===== config.mk =====
export PLATFORM = sky130hd
export DESIGN_NAME = window_former_no_border
export DESIGN_NICKNAME = d
export VERILOG_FILES = /design/src/rtl/win_pkg.sv /design/src/rtl/window_former_no_border_raster_pos_counter.sv /design/src/rtl/window_former_no_border.sv
export SDC_FILE = /design/constraint.sdc
export NUM_CORES = 1
export LEC_CHECK = 0
export ABC_AREA = 1
export CAP_MARGIN = 20
export CORE_ASPECT_RATIO = 0.6
export CORE_MARGIN = 2
export CORE_UTILIZATION = 45
export CTS_CLUSTER_SIZE = 28
export DETAILED_ROUTE_END_ITERATION = 8
export GPL_TIMING_DRIVEN = 0
export MAX_ROUTING_LAYER = met4
export PLACE_DENSITY = 0.76
export SYNTH_ARGS = -nofsm -noshare
export SYNTH_HDL_FRONTEND = slang
export SYNTH_SLANG_ARGS = --single-unit

===== constraint.sdc =====
create_clock -name clk -period 33.8 [get_ports clk]
set_input_delay 6.76 -clock clk [delete_from_list [all_inputs] [get_ports clk]]
set_output_delay 6.76 -clock clk [all_outputs]
set_load 0.005 [all_outputs]

===== src/rtl/win_pkg.sv =====
// Shared types and sizing helpers for the no-border window former.
// Width constants below describe the default 340x240, 7x7, 8-bit configuration.
package win_pkg;

    typedef enum logic [1:0] {
        IDLE,
        PRIME,
        ACTIVE,
        DONE
    } state_t;

    localparam int unsigned DEF_ROW_WIDTH  = 340;
    localparam int unsigned DEF_NUM_ROWS   = 240;
    localparam int unsigned DEF_PIX_BIT    = 8;
    localparam int unsigned DEF_MASK_WIDTH = 7;

    // Counter width for a range of n values, never narrower than one bit.
    function automatic int unsigned width_of(input int unsigned n);
        return ($clog2(n) < 1) ? 1 : $clog2(n);
    endfunction

    function automatic int unsigned half_of(input int unsigned mask);
        return (mask - 1) / 2;
    endfunction

    localparam int unsigned COL_W = width_of(DEF_ROW_WIDTH);
    localparam int unsigned ROW_W = width_of(DEF_NUM_ROWS);
    localparam int unsigned WIN_W = DEF_PIX_BIT * DEF_MASK_WIDTH * DEF_MASK_WIDTH;
    localparam int unsigned HALF  = half_of(DEF_MASK_WIDTH);

endpackage


===== src/rtl/window_former_no_border_raster_pos_counter.sv =====
// Raster column/row counters holding the position of the next column to arrive.
// A restart column is itself position (0,0), so the counters move on to (0,1).
module raster_pos_counter
    import win_pkg::*;
#(
    parameter int unsigned ROW_WIDTH = DEF_ROW_WIDTH,
    parameter int unsigned NUM_ROWS  = DEF_NUM_ROWS,
    parameter int unsigned COL_BITS  = width_of(ROW_WIDTH),
    parameter int unsigned ROW_BITS  = width_of(NUM_ROWS)
) (
    input  logic                clk,
    input  logic                reset,
    input  logic                en,
    input  logic                restart,
    output logic [COL_BITS-1:0] col_cnt,
    output logic [ROW_BITS-1:0] row_cnt,
    output logic                end_of_row,
    output logic                end_of_frame
);

    assign end_of_row   = (col_cnt == COL_BITS'(ROW_WIDTH - 1));
    assign end_of_frame = end_of_row && (row_cnt == ROW_BITS'(NUM_ROWS - 1));

    always_ff @(posedge clk or posedge reset) begin
        if (reset) begin
            col_cnt <= '0;
            row_cnt <= '0;
        end else if (en) begin
            if (restart) begin
                col_cnt <= COL_BITS'(1);
                row_cnt <= '0;
            end else if (end_of_row) begin
                col_cnt <= '0;
                row_cnt <= end_of_frame ? '0 : row_cnt + ROW_BITS'(1);
            end else begin
                col_cnt <= col_cnt + COL_BITS'(1);
            end
        end
    end

endmodule


===== src/rtl/window_former_no_border.sv =====
// Shifts row-buffer columns into a MASK_WIDTH x MASK_WIDTH window and flags
// windows lying fully inside the image, with their centre coordinates.
module window_former_no_border
    import win_pkg::*;
#(
    parameter int unsigned ROW_WIDTH  = 340,
    parameter int unsigned NUM_ROWS   = 240,
    parameter int unsigned PIX_BIT    = 8,
    parameter int unsigned MASK_WIDTH = 7
) (
    input  logic                                    clk,
    input  logic                                    reset,
    input  logic                                    sof,
    input  logic                                    col_valid,
    input  logic [PIX_BIT*MASK_WIDTH-1:0]           col_pixs_in,
    output logic [PIX_BIT*MASK_WIDTH*MASK_WIDTH-1:0] win_out,
    output logic                                    win_valid,
    output logic [width_of(NUM_ROWS)-1:0]           win_row,
    output logic [width_of(ROW_WIDTH)-1:0]          win_col,
    output logic                                    frame_done
);

    localparam int unsigned COL_BITS   = width_of(ROW_WIDTH);
    localparam int unsigned ROW_BITS   = width_of(NUM_ROWS);
    localparam int unsigned SLICE_BITS = PIX_BIT * MASK_WIDTH;
    localparam int unsigned WIN_BITS   = SLICE_BITS * MASK_WIDTH;
    localparam int unsigned CTR        = half_of(MASK_WIDTH);

    state_t              state, state_nxt;
    logic                done_nxt;
    logic [COL_BITS-1:0] col_cnt, pos_col;
    logic [ROW_BITS-1:0] row_cnt, pos_row;
    logic                end_of_row, end_of_frame;
    logic                restart, accept, pos_in_image;

    assign restart = col_valid & sof;
    assign accept  = restart | (col_valid & ((state == PRIME) | (state == ACTIVE)));

    // Position of the column being accepted this cycle; a sof column is (0,0).
    assign pos_col      = restart ? '0 : col_cnt;
    assign pos_row      = restart ? '0 : row_cnt;
    assign pos_in_image = (pos_row >= ROW_BITS'(MASK_WIDTH - 1)) &&
                          (pos_col >= COL_BITS'(MASK_WIDTH - 1));

    raster_pos_counter #(
        .ROW_WIDTH (ROW_WIDTH),
        .NUM_ROWS  (NUM_ROWS),
        .COL_BITS  (COL_BITS),
        .ROW_BITS  (ROW_BITS)
    ) u_pos (
        .clk          (clk),
        .reset        (reset),
        .en           (accept),
        .restart      (restart),
        .col_cnt      (col_cnt),
        .row_cnt      (row_cnt),
        .end_of_row   (end_of_row),
        .end_of_frame (end_of_frame)
    );

    always_comb begin
        state_nxt = state;
        done_nxt  = 1'b0;
        case (state)
            IDLE: begin
                if (restart) state_nxt = PRIME;
            end
            PRIME: begin
                if (restart)
                    state_nxt = PRIME;
                else if (col_valid && end_of_row && (row_cnt == ROW_BITS'(MASK_WIDTH - 2)))
                    state_nxt = ACTIVE;
            end
            ACTIVE: begin
                if (restart)
                    state_nxt = PRIME;
                else if (col_valid && end_of_frame)
                    state_nxt = DONE;
            end
            DONE: begin
                done_nxt  = 1'b1;
                state_nxt = restart ? PRIME : IDLE;
            end
            default: state_nxt = IDLE;
        endcase
    end

    always_ff @(posedge clk or posedge reset) begin
        if (reset) begin
            state      <= IDLE;
            frame_done <= 1'b0;
            win_valid  <= 1'b0;
            win_out    <= '0;
            win_row    <= '0;
            win_col    <= '0;
        end else begin
            state      <= state_nxt;
            frame_done <= done_nxt;
            win_valid  <= accept & pos_in_image;
            if (accept)
                win_out <= {win_out[WIN_BITS-SLICE_BITS-1:0], col_pixs_in};
            if (accept && pos_in_image) begin
                win_row <= pos_row - ROW_BITS'(CTR);
                win_col <= pos_col - COL_BITS'(CTR);
            end
        end
    end

endmodule


# [After elaboration in Yosys (flattened, before gate mapping)]
# Cells that the tools add are included.
[word_totals] ff_bits=430 out_inout_bits=411 wordCells=53
[op_classes] n_addsub=4 order_cmp=2 n_eq_ne=9 n_mux=15 bitwise_logic=5 n_reduce_logical=10
[op_table] op="$mux 8" count=4
[op_table] op="$mux 9" count=3
[op_table] op="$mux 2" count=5
[op_table] op="$add 9x1->9 const B" count=1
[op_table] op="$eq 9x9->1 const B" count=1
[op_table] op="$ge 9x3->1 const B" count=1
[op_table] op="$sub 9x2->9 const B" count=1
[op_table] op="$add 8x1->8 const B" count=1
[op_table] op="$eq 8x3->1 const B" count=1
[op_table] op="$eq 8x8->1 const B" count=1
[op_table] op="$ge 8x3->1 const B" count=1
[op_table] op="$pmux 2 s4" count=1
[op_table] op="$sub 8x2->8 const B" count=1
[op_table] op="$logic_and 1x1->1" count=6
[op_table] op="$ne 3x2->1 const B" count=2
[op_table] op="$eq 2x2->1 const B" count=2
[op_table] op="$and 1x1->1" count=3
[op_table] op="$reduce_and 3->1" count=1
[op_table] op="$eq 2x1->1 const B" count=1
[op_table] op="$logic_not 2->1" count=1
[op_table] op="$mux 1" count=2
[op_table] op="$ne 2x2->1 const B" count=1
[op_table] op="$or 1x1->1" count=2
[op_table] op="$reduce_and 2->1" count=1
[op_table] op="$reduce_bool 2->1" count=1

# [Depth between registers and ports, before layout]
# Gate-level depths: netlist of run 1.
[depth] ltp_word=6 depth_mapped=15

# [Hierarchy]
# A second synthesis of run 1 with hierarchy kept.
[unflattened] cells_unflattened=1957 area_unflattened_um2=17112.7
[by_module_without_submodules] mod="window_former_no_border" n_inst=1 cells_each=1816 area_per_inst_um2=16059.2 seq_area_each_um2=10334.9
[by_module_without_submodules] mod="raster_pos_counter" n_inst=1 cells_each=141 area_per_inst_um2=1053.5 seq_area_each_um2=425.4

# [Worst setup path before layout of run 1]
# Ideal clock, no wire load.
[synth_timing] path_kind="in2reg" start="input port col_valid" end="register win_row[2]" arrival_time_ns=8.075 slack_ns=25.609 cell_stages=14 n_path_buf=3 path_cell_list="nand2_2 buf_6 buf_6 inv_2 nor2_1 inv_1 ha_1 nor2_1 o211ai_2 nand3_2 buf_6 inv_4 nand2_1 nand2_1"
[synth_between] elab_chain_len=5 elab_cells_between_ends=10
[synth_rtl] item="start, declared" line_no="window_former_no_border.sv:14" source="input logic col_valid,"
[synth_rtl] item="$and 1x1->1" line_no="window_former_no_border.sv:36" source="assign restart = col_valid & sof;"
[synth_rtl] item="$mux 9 / $mux 8 (equally long branches)" line_no="window_former_no_border.sv:40, window_former_no_border.sv:41"
[synth_rtl] item="$ge 9x3->1 / $ge 8x3->1 (equally long branches)" line_no="window_former_no_border.sv:43, window_former_no_border.sv:42"
[synth_rtl] item="$logic_and 1x1->1" line_no="window_former_no_border.sv:42" source="assign pos_in_image = (pos_row >= ROW_BITS'(MASK_WIDTH - 1)) &&"
[synth_rtl] item="$logic_and 1x1->1" line_no="window_former_no_border.sv:102" source="if (accept && pos_in_image) begin"
[synth_rtl] item="end signal, assigned" line_no="window_former_no_border.sv:103" source="win_row <= pos_row - ROW_BITS'(CTR);"
[synth_rtl] item="end, declared" line_no="window_former_no_border.sv:18" source="output logic [width_of(NUM_ROWS)-1:0] win_row,"
# Parallel ways exist; a longest one is shown, timed or not.
# A chain may end at the register's enable or synchronous reset.

==> results.sh, run 1 <==
export IMPL_status="completed"
export IMPL_portBuffers=470
export IMPL_finish_instance_area_mm2=0.0240
export IMPL_p_int_mw=1.54
export IMPL_drtPass1Iterations=7
export IMPL_dr_total_vias=14844
export IMPL_coreArea_mm2=0.0376
export IMPL_synth_seq_cells=430
export IMPL_synthCells=1937
export IMPL_startpoint_type="input pin"
export IMPL_cts_sinks=430
export IMPL_total_leakage_power_nw=12.2
export IMPL_crit_path_end_kind="asynchronous set/reset pin"
export IMPL_synth_avg_cell_area_um2=8.82
export IMPL_cts_inserted_buffers=42
export IMPL_maxSlewHeadroom_pct=55.4
export IMPL_critPathMaxFanout=122
export IMPL_gr_usage_all_layers_pct=29.1
export IMPL_seqPwrFrac_pct=40.1
export IMPL_synth_edf_count=0
export IMPL_rows=55
export IMPL_via_per_inst=4.94
export IMPL_yosys_warnings=0
export IMPL_fmax_mhz=115
export IMPL_routabilityCongestion=0.943
export IMPL_hold_path_class="reg -> reg"
export IMPL_place_hpwl_um=44000
export IMPL_synthFlopType="dfrtp_1"
export IMPL_max_cap_violations=0
export IMPL_totalWireLength_um=57200
export IMPL_final_max_slew_violation_count=0
export IMPL_pin_count=471
export IMPL_rrSetupSlack_ns=31.23
export IMPL_ys_async_sr_fraction_pct=100
export IMPL_p_per_area_mw_per_mm2=101
export IMPL_dpl_cell_area_mm2=0.0225
export IMPL_fin_setup_tns_ns=0
export IMPL_seqCellArea_mm2=0.0108
export IMPL_fp_dieW_um=256
export IMPL_drt_initial_drc_count=1473
export IMPL_grt_pass1_vias=14093
export IMPL_ir_worst_vdd_v=0.0000450
export IMPL_drt_wirelength_per_cell_um=19.0
export IMPL_syn_area_mm2=0.0171
export IMPL_final_period_utilization_pct=25.7
export IMPL_cts_hold_buf=0
export IMPL_cts_resized=0
export IMPL_rsz0062_at_grt="no"
export IMPL_worst_slew_pin_slew_ns=0.669
export IMPL_p_comb_share_pct=39.3
export IMPL_ant_nets=0
export IMPL_grt_overflow=0
export IMPL_swShare_pct=36.1
export IMPL_antenna_found_initial=2
export IMPL_multi_input_area_mm2=0.00540
export IMPL_ys_seq_area_share_pct=62.9
export IMPL_grt_pass1_wl_um=85700
export IMPL_synth_fp_nets=2009
export IMPL_post_cts_buffers=0
export IMPL_layout_nets=2526
export IMPL_cts_tree="built"
export IMPL_ctsLongestPathBuffers=3
export IMPL_syn_to_final_growth_pct=40.4
export IMPL_start_util_pct=45.5
export IMPL_setup_viol=0
export IMPL_hold_violations=0
export IMPL_p_sw_mw=0.872
export IMPL_fp_dieArea_mm2=0.0396
export IMPL_clk_pin_slew_ns=0.06
export IMPL_worstPathArrival_ns=9.31
export IMPL_drc=0
export IMPL_synth_cell_type_count=30
export IMPL_fin_skew_ns=0.0172
export IMPL_clk_latency_ns=0.55
export IMPL_p_clk_share_pct=20.7
export IMPL_cts_max_level=2
export IMPL_die_h_um=155
export IMPL_fill_cells=3136
export IMPL_setup_worst_path_class="in -> async"
export IMPL_crit_required_ns=34.41
export IMPL_grt_max_degree=123
export IMPL_layout_min_cycle_time_ns=8.70
export IMPL_clock_root_buffer="clkbuf_16"
export IMPL_utilization_pct=63.9
export IMPL_drive_gt1_share_pct=7.08
export IMPL_hold_ws_ns=0.471
-- cells in the final DEF, fill, tap and decap left out, types with 2 or more instances in the layout --
| cell type | netlist | layout |
|---|---|---|
| nor2_1 | 39 | 39 |
| inv_1 | 100 | 99 |
| clkinv_2 | 0 | 11 |
| a21oi_1 | 5 | 5 |
| clkdlybuf4s50_1 | 0 | 470 |
| nor3_1 | 6 | 6 |
| buf_2 | 66 | 66 |
| buf_4 | 15 | 15 |
| xor2_1 | 11 | 11 |
| o21ai_0 | 128 | 128 |
| clkbuf_1 | 11 | 18 |
| buf_6 | 4 | 4 |
| diode_2 | 0 | 2 |
| buf_16 | 0 | 3 |
| nand2_2 | 3 | 3 |
| o21ai_1 | 15 | 15 |
| o21ai_2 | 2 | 2 |
| inv_2 | 2 | 2 |
| nand2_1 | 1046 | 1046 |
| ha_1 | 12 | 12 |
| clkbuf_16 | 0 | 45 |
| xnor2_1 | 4 | 4 |
| clkbuf_8 | 0 | 7 |
| nand4_1 | 6 | 6 |
| dfrtp_1 | 430 | 430 |
| nand2_4 | 4 | 4 |
| inv_8 | 0 | 2 |
| nand3_1 | 19 | 19 |
| bufinv_16 | 0 | 5 |
-- cell type report --
cell class | count | area share [%]
antenna | 2 | 0.0208
inverter | 103 | 1.65
clock inverter | 18 | 0.933
tap | 513 | 2.67
clock buffer | 59 | 5.20
buffer | 97 | 2.27
multi-input combinational | 1307 | 22.5
sequential | 430 | 44.8
timing repair buffer | 473 | 19.9
-- per-stage QoR --
stage / power [mW] / worst slack [ns] / cells
floorplan: 1.24 / 15.07 / 1937
global placement: 1.89 / 10.46 / 2920
detailed placement: 1.92 / 24.40 / 2923
CTS: 2.42 / 24.97 / 3000
global route: 2.55 / 24.73 / 3002
finish: 2.42 / 25.10 / 3002
-- synthesized netlist by cell type (3+ instances only) --
cell type  count  area [um2]
o21ai_0      128         641
buf_2         66         330
xor2_1        11        96.3
nor2_1        39         146
nor3_1         6        30.0
xnor2_1        4        35.0
dfrtp_1      430       10800
buf_6          4        45.0
nand2_1     1046        3930
a21oi_1        5        25.0
nand3_1       19        95.1
ha_1          12         150
nand2_2        3        18.8
nand2_4        4        45.0
buf_4         15         113
clkbuf_1      11        41.3
inv_1        100         375
nand4_1        6        37.5
o21ai_1       15        75.1
-- critical path, stage by stage --
cell and delay (ns):
clkdlybuf4s50_1 0.50, inv_8 0.43, buf_16 0.47, buf_16 0.44, buf_16 0.42
-- worst paths after layout --
check / startpoint / endpoint / cells past startpoint
setup / recovery: reset / win_out[87]$_DFFE_PP0P_ / 5
hold / removal: win_out[364]$_DFFE_PP0P_ / win_out[364]$_DFFE_PP0P_ / 2
setup reg to reg: state[0]$_DFFE_PP0P_ / win_out[107]$_DFFE_PP0P_ / 9
hold reg to reg: win_out[364]$_DFFE_PP0P_ / win_out[364]$_DFFE_PP0P_ / 2
max in group clk: col_valid / win_col[5]$_DFFE_PP0P_ / 15
min in group asynchronous: reset / win_out[358]$_DFFE_PP0P_ / 2
-- logic make-up (layout without fill, tap and decap cells) --
| kind of cell | after synthesis | count (layout) | share of synthesized area [%] |
|---|---|---|---|
| compound gates | 155 | 155 | 4.70 |
| xor+xnor | 15 | 15 | 0.769 |
| fa+ha+maj | 12 | 12 | 0.878 |
| buf+inv | 200 | 750 | 5.46 |
| flops | 430 | 430 | 62.9 |
| other cells | 0 | 2 | 0 |
| simple gates | 1125 | 1125 | 25.2 |
-- per-layer routing --
metal | GRT usage, % | part of all wire [%] | routed length (um) | vias to the layer above
li1 | - | - | - | 6979
met1 | 41.7 | 46 | 26500 | 7191
met2 | 42.3 | 44 | 25000 | 541
met3 | 4.28 | 5.9 | 3400 | 133
met4 | 10.9 | 4.0 | 2290 | 0
met5 | - | 0 | 0 | -
-- sequential cells by signal, indices dropped and copies added, names as in the netlist --
| name | count |
|---|---|
| win_col | 9 |
| u_pos.row_cnt | 8 |
| frame_done | 1 |
| win_row | 8 |
| u_pos.col_cnt | 9 |
| win_valid | 1 |
| state | 2 |
| win_out | 392 |
-- power by group through the flow --
stage          clock (mW)  sequential, mW  combinational, mW
2_1_floorplan           0           0.911              0.325
3_3_place_gp            0           0.961              0.927
3_5_place_dp            0           0.967              0.949
4_1_cts             0.508           0.961              0.954
5_1_grt             0.531           0.990               1.03
6_report            0.500           0.968              0.948
(Power assumes the default switching activity.)
==> run 2: changes to the inputs <==
--- a/config.mk
+++ b/config.mk
@@ -9,12 +9,12 @@
 export CAP_MARGIN = 20
 export CORE_ASPECT_RATIO = 0.6
 export CORE_MARGIN = 2
-export CORE_UTILIZATION = 45
+export CORE_UTILIZATION = 44
 export CTS_CLUSTER_SIZE = 28
 export DETAILED_ROUTE_END_ITERATION = 8
 export GPL_TIMING_DRIVEN = 0
 export MAX_ROUTING_LAYER = met4
-export PLACE_DENSITY = 0.76
+export PLACE_DENSITY = 0.77
 export SYNTH_ARGS = -nofsm -noshare
 export SYNTH_HDL_FRONTEND = slang
 export SYNTH_SLANG_ARGS = --single-unit
==> constraint.sdc (replaced) <==
create_clock -name clk -period 7.32 [get_ports clk]
set_input_delay 1.464 -clock clk [delete_from_list [all_inputs] [get_ports clk]]
set_output_delay 1.464 -clock clk [all_outputs]
set_load 0.005 [all_outputs]
==> results.sh, run 2 (synthesis results as in run 1) <==
export IMPL_hold_violations=0
export IMPL_die_h_um=157
export IMPL_layout_nets=2533
export IMPL_grt_overflow=0
export IMPL_dp_cells=2931
export IMPL_status="completed"
export IMPL_mostFrequentLayoutCells="nand2_1 (1,046), clkdlybuf4s50_1 (470), dfrtp_1 (430)"
export IMPL_final_common_cell="nand2_1"
export IMPL_drtPass1Iterations=7
export IMPL_total_leakage_power_nw=12.2
export IMPL_cts_hold_buf=0
export IMPL_worst_slew_pin_slew_ns=0.706
export IMPL_grt_max_degree=46
export IMPL_ant_nets=0
export IMPL_crit_required_ns=7.73
export IMPL_final_max_slew_violation_count=0
export IMPL_maxSlewHeadroom_pct=52.9
export IMPL_p_per_area_mw_per_mm2=460
export IMPL_path_cells="clkdlybuf4s50_1, nand2_2, buf_6, buf_6, inv_2, nor2_1, inv_1, ha_1, nor2_1, o211ai_2, nand3_2, buf_6, inv_4, nand2_1, nand2_1"
export IMPL_rows=55
export IMPL_fp_dieW_um=258
export IMPL_totalWireLength_um=57200
export IMPL_p_sw_mw=3.99
export IMPL_cp_buffers_inverters=7
export IMPL_drt_wirelength_per_cell_um=19.0
export IMPL_cts_tree="built"
export IMPL_fin_skew_ns=0.0199
export IMPL_cts_inserted_buffers=41
export IMPL_post_cts_buffers=0
export IMPL_setup_worst_path_class="in -> reg"
export IMPL_clk_latency_ns=0.54
export IMPL_p_clk_share_pct=20.4
export IMPL_seqPwrFrac_pct=39.9
export IMPL_rsz0062_at_grt="no"
export IMPL_cts_max_level=2
export IMPL_start_util_pct=45.0
export IMPL_clk_pin_slew_ns=0.06
export IMPL_setup_viol=0
export IMPL_drive_gt1_share_pct=7.31
export IMPL_p_int_mw=7.11
export IMPL_startpoint_type="input pin"
export IMPL_cts_sinks=430
export IMPL_top_register="win_out"
export IMPL_critPathTopFamily="buffers and inverters"
export IMPL_cp_slowest_cell="clkdlybuf4s50_1"
export IMPL_drc=0
export IMPL_pin_count=471
export IMPL_routabilityCongestion=0.933
export IMPL_gr_usage_all_layers_pct=28.9
export IMPL_fmax_mhz=308
export IMPL_fin_cells=3007
export IMPL_p_comb_share_pct=39.7
export IMPL_portBuffers=470
export IMPL_dr_total_vias=14779
export IMPL_grt_pass1_vias=14179
export IMPL_grt_pass1_wl_um=86000
export IMPL_via_per_inst=4.91
export IMPL_antenna_found_initial=2
export IMPL_clock_root_buffer="clkbuf_16"
export IMPL_critPathMaxFanout=10
export IMPL_final_period_utilization_pct=44.4
export IMPL_swShare_pct=35.9
export IMPL_coreArea_mm2=0.0380
export IMPL_largest_register_ffs=392
export IMPL_worstPathArrival_ns=3.66
export IMPL_layout_min_cycle_time_ns=3.25
export IMPL_ir_worst_vdd_v=0.000194
export IMPL_slowest_delay_ns=0.49
export IMPL_fp_dieArea_mm2=0.0405
export IMPL_crit_path_frequent_cell="buf_6"
export IMPL_drt_initial_drc_count=1371
export IMPL_hold_path_class="reg -> reg"
export IMPL_max_cap_violations=0
export IMPL_reg_top3="win_out (392), u_pos.col_cnt (9), win_col (9)"
export IMPL_finish_instance_area_mm2=0.0241
export IMPL_crit_path_end_kind="register"
export IMPL_syn_to_final_growth_pct=41.0
export IMPL_place_hpwl_um=44700
export IMPL_cts_resized=0
export IMPL_dpl_cell_area_mm2=0.0227
export IMPL_ctsLongestPathBuffers=3
==> run 2: power by group through the flow <==
| stage | combinational (mW) | sequential (mW) | clock (mW) |
|---|---|---|---|
| final | 4.41 | 4.42 | 2.27 |
| after global routing | 4.79 | 4.55 | 2.41 |
| after CTS | 4.45 | 4.40 | 2.31 |
| after detailed placement | 4.43 | 4.43 | 0 |
| after global placement | 4.30 | 4.40 | 0 |
| after floorplan | 1.50 | 4.21 | 0 |
==> run 2: path summary, 6_finish.rpt <==
path	start	end	slack [ns]	depth (start not counted)
max	col_valid	win_col[5]$_DFFE_PP0P_	4.07	15
min	win_out[361]$_DFFE_PP0P_	win_out[361]$_DFFE_PP0P_	0.47	2
max reg2reg	state[0]$_DFFE_PP0P_	win_out[74]$_DFFE_PP0P_	4.86	9
min reg2reg	win_out[361]$_DFFE_PP0P_	win_out[361]$_DFFE_PP0P_	0.47	2
max in group asynchronous	reset	win_out[89]$_DFFE_PP0P_	4.53	6
min in group asynchronous	reset	win_out[352]$_DFFE_PP0P_	1.39	2
==> run 2: worst reg2reg max path, delay by kind of cell, from the launching register on <==
| family | cells | cell delay, ns |
|---|---|---|
| buffers and inverters | 4 | 1.25 |
| adders and majority gates | 1 | 0.26 |
| DFF | 1 | 0.41 |
| and+or+nand+nor | 3 | 0.38 |
| AOI/OAI and AO/OA | 1 | 0.08 |
==> run 2: metrics by stage <==
step	total power [mW]	setup WS [ns]	setup TNS (ns)	utilization (%)	hold WS, ns
3_5_place_dp	8.86	3.55	0	59.7	0.457
4_1_cts	11.2	4.11	0	63.4	0.474
6_report	11.1	4.07	0	63.5	0.471
5_1_grt	11.8	3.94	0	63.5	0.490
2_1_floorplan	5.71	0.0506	0	-	0.465
3_3_place_gp	8.70	-2.49	-1050.83	59.1	0.452
==> run 2: metal layers <==
| layer | up-vias | routed length, um | GRT usage (%) |
|---|---|---|---|
| met5 | - | 0 | - |
| met1 | 7185 | 25800 | 40.1 |
| li1 | 6974 | - | - |
| met2 | 517 | 26300 | 44.1 |
| met4 | 0 | 1790 | 8.97 |
| met3 | 103 | 3320 | 4.50 |
==> run 2: final cells by class <==
class	instances	area, um2
inverters	103	393
fillers	3115	13900
plain buffers	97	544
diodes	3	7.51
clock inverters	14	210
multi-input cells	1307	5400
clock buffers	59	1220
repair buffers	481	4920
flip-flops and latches	430	10800
well taps	513	642
==> run 3: changes to the inputs <==
--- a/config.mk
+++ b/config.mk
@@ -9,12 +9,12 @@
 export CAP_MARGIN = 20
 export CORE_ASPECT_RATIO = 0.6
 export CORE_MARGIN = 2
-export CORE_UTILIZATION = 44
+export CORE_UTILIZATION = 45
 export CTS_CLUSTER_SIZE = 28
 export DETAILED_ROUTE_END_ITERATION = 8
 export GPL_TIMING_DRIVEN = 0
 export MAX_ROUTING_LAYER = met4
-export PLACE_DENSITY = 0.77
+export PLACE_DENSITY = 0.76
 export SYNTH_ARGS = -nofsm -noshare
 export SYNTH_HDL_FRONTEND = slang
 export SYNTH_SLANG_ARGS = --single-unit
==> constraint.sdc (replaced) <==
create_clock -name clk -period 3.15 [get_ports clk]
set_input_delay 0.63 -clock clk [delete_from_list [all_inputs] [get_ports clk]]
set_output_delay 0.63 -clock clk [all_outputs]
set_load 0.005 [all_outputs]
==> results.sh, run 3 (synthesis results as in run 1) <==
export IMPL_status="completed"
export IMPL_cts_max_level=2
export IMPL_largest_register_ffs=392
export IMPL_rsz0062_at_grt="no"
export IMPL_slowest_delay_ns=0.43
export IMPL_rrSetupSlack_ns=0.72
export IMPL_finish_instance_area_mm2=0.0240
export IMPL_drc=0
export IMPL_fin_skew_ns=0.0223
export IMPL_fp_dieW_um=256
export IMPL_totalWireLength_um=57500
export IMPL_rows=55
export IMPL_total_leakage_power_nw=12.1
export IMPL_top_usage_layer="met2"
export IMPL_crit_required_ns=3.61
export IMPL_fill_cells=3134
export IMPL_clk_pin_slew_ns=0.07
export IMPL_final_period_utilization_pct=77.2
export IMPL_fin_cells=3004
export IMPL_routabilityCongestion=0.938
export IMPL_grt_pass1_vias=14131
export IMPL_max_cap_violations=0
export IMPL_layout_min_cycle_time_ns=2.43
export IMPL_final_common_cell="nand2_1"
export IMPL_crit_path_end_kind="register"
export IMPL_path_cells="inv_1, ha_1, nand2_1, nand2_4, inv_2, buf_2, buf_2, nand2_1, o21ai_0"
export IMPL_critPathMaxFanout=11
export IMPL_maxSlewHeadroom_pct=57.5
export IMPL_mostFrequentLayoutCells="nand2_1 (1,046), clkdlybuf4s50_1 (470), dfrtp_1 (430)"
export IMPL_antenna_found_initial=0
export IMPL_portBuffers=470
export IMPL_ir_worst_vdd_v=0.000657
export IMPL_use_met3_pct=5.91
export IMPL_drtPass1Iterations=5
export IMPL_cts_hold_buf=0
export IMPL_setup_worst_path_class="reg -> reg"
export IMPL_met2_usage_pct=42.3
export IMPL_cts_resized=0
export IMPL_grt_overflow=0
export IMPL_dpl_cell_area_mm2=0.0227
export IMPL_drt_wirelength_per_cell_um=19.1
export IMPL_ctsLongestPathBuffers=3
export IMPL_drt_initial_drc_count=1205
export IMPL_final_max_slew_violation_count=0
export IMPL_seqCellArea_mm2=0.0108
export IMPL_place_hpwl_um=45000
export IMPL_worst_slew_pin_slew_ns=0.638
export IMPL_drive_gt1_share_pct=6.99
export IMPL_coreArea_mm2=0.0376
export IMPL_cp_slowest_cell="buf_2"
export IMPL_fmax_mhz=411
export IMPL_top_register="win_out"
export IMPL_p_per_area_mw_per_mm2=1060
export IMPL_dp_cells=2931
export IMPL_die_h_um=155
export IMPL_startpoint_type="register"
export IMPL_start_util_pct=45.5
export IMPL_clk_latency_ns=0.56
export IMPL_cts_tree="built"
export IMPL_cts_inserted_buffers=41
export IMPL_hold_violations=0
export IMPL_multi_input_area_mm2=0.00540
export IMPL_grt_max_degree=45
export IMPL_layout_nets=2533
export IMPL_fp_dieArea_mm2=0.0396
export IMPL_reg_top3="win_out (392), u_pos.col_cnt (9), win_col (9)"
export IMPL_dr_total_vias=14736
export IMPL_cts_sinks=430
export IMPL_hold_path_class="in -> async"
export IMPL_clock_root_buffer="clkbuf_16"
export IMPL_setup_viol=0
export IMPL_ant_nets=0
export IMPL_syn_to_final_growth_pct=40.1
export IMPL_post_cts_buffers=0
export IMPL_via_per_inst=4.91
export IMPL_gr_usage_all_layers_pct=29.5
export IMPL_pin_count=471
export IMPL_worstPathArrival_ns=2.89
export IMPL_grt_pass1_wl_um=86900
export IMPL_use_met1_pct=41.6
==> run 3: cell count changes in the layout (fill, tap and decap cells not counted), sizes merged <==
cell      before  now
inv          104  103
clkinv         7   11
bufinv         5    2
diode          3    1
clkbuf        70   68
clkinvlp       1    2
==> run 3: path summary, 6_finish.rpt <==
path / startpoint / end / depth (start not counted)
min in group clk: win_out[349]$_DFFE_PP0P_ / win_out[349]$_DFFE_PP0P_ / 2
setup / recovery: state[0]$_DFFE_PP0P_ / win_out[74]$_DFFE_PP0P_ / 9
hold reg to reg: win_out[349]$_DFFE_PP0P_ / win_out[349]$_DFFE_PP0P_ / 2
hold / removal: reset / win_out[295]$_DFFE_PP0P_ / 2
max in group asynchronous: reset / win_out[148]$_DFFE_PP0P_ / 6
setup reg to reg: state[0]$_DFFE_PP0P_ / win_out[74]$_DFFE_PP0P_ / 9
==> run 3: cell type report <==
class / instances / share of cell area, %
repair buffers: 481 / 20.6
plain buffers: 97 / 2.27
well taps: 513 / 2.68
diodes: 1 / 0.0104
inverters: 103 / 1.64
multi-input cells: 1307 / 22.5
flip-flops and latches: 430 / 44.9
clock buffers: 57 / 4.70
clock inverters: 15 / 0.674
==> run 3: per-layer routing <==
layer  up-vias  wire length [um]
met3       116              3780
met4         0              2380
met5         -                 0
met1      7145             26100
met2       489             25200
li1       6986                 -
==> run 3: worst max-delay path, delay by kind of cell, from the launching register on <==
kind	cells	cell delay, ns
buffers and inverters	4	1.14
flip-flops	1	0.41
AND/OR/NAND/NOR	3	0.37
adder cells (fa/ha/maj)	1	0.32
AO/OA/AOI/OAI	1	0.08
==> run 3: where the power goes <==
group	leakage [nW]	internal, mW	switching [mW]
Sequential	5.54	7.95	2.36
Combinational	5.95	5.45	4.76
Clock	0.631	2.68	2.15
Total	12.1	16.1	9.28
==> run 3: per-stage QoR <==
stage	hold slack, ns	TNS (ns)	total power [mW]	setup slack (ns)	utilization, %
final	0.427	0	25.4	0.720	63.8
after global routing	0.447	0	26.9	0.555	63.7
after CTS	0.410	0	25.5	0.703	63.7
after detailed placement	0.458	0	20.6	0.219	60.3
after global placement	0.454	-2509.18	20.3	-5.89	59.7
after floorplan	0.465	-1412.71	13.3	-3.29	-
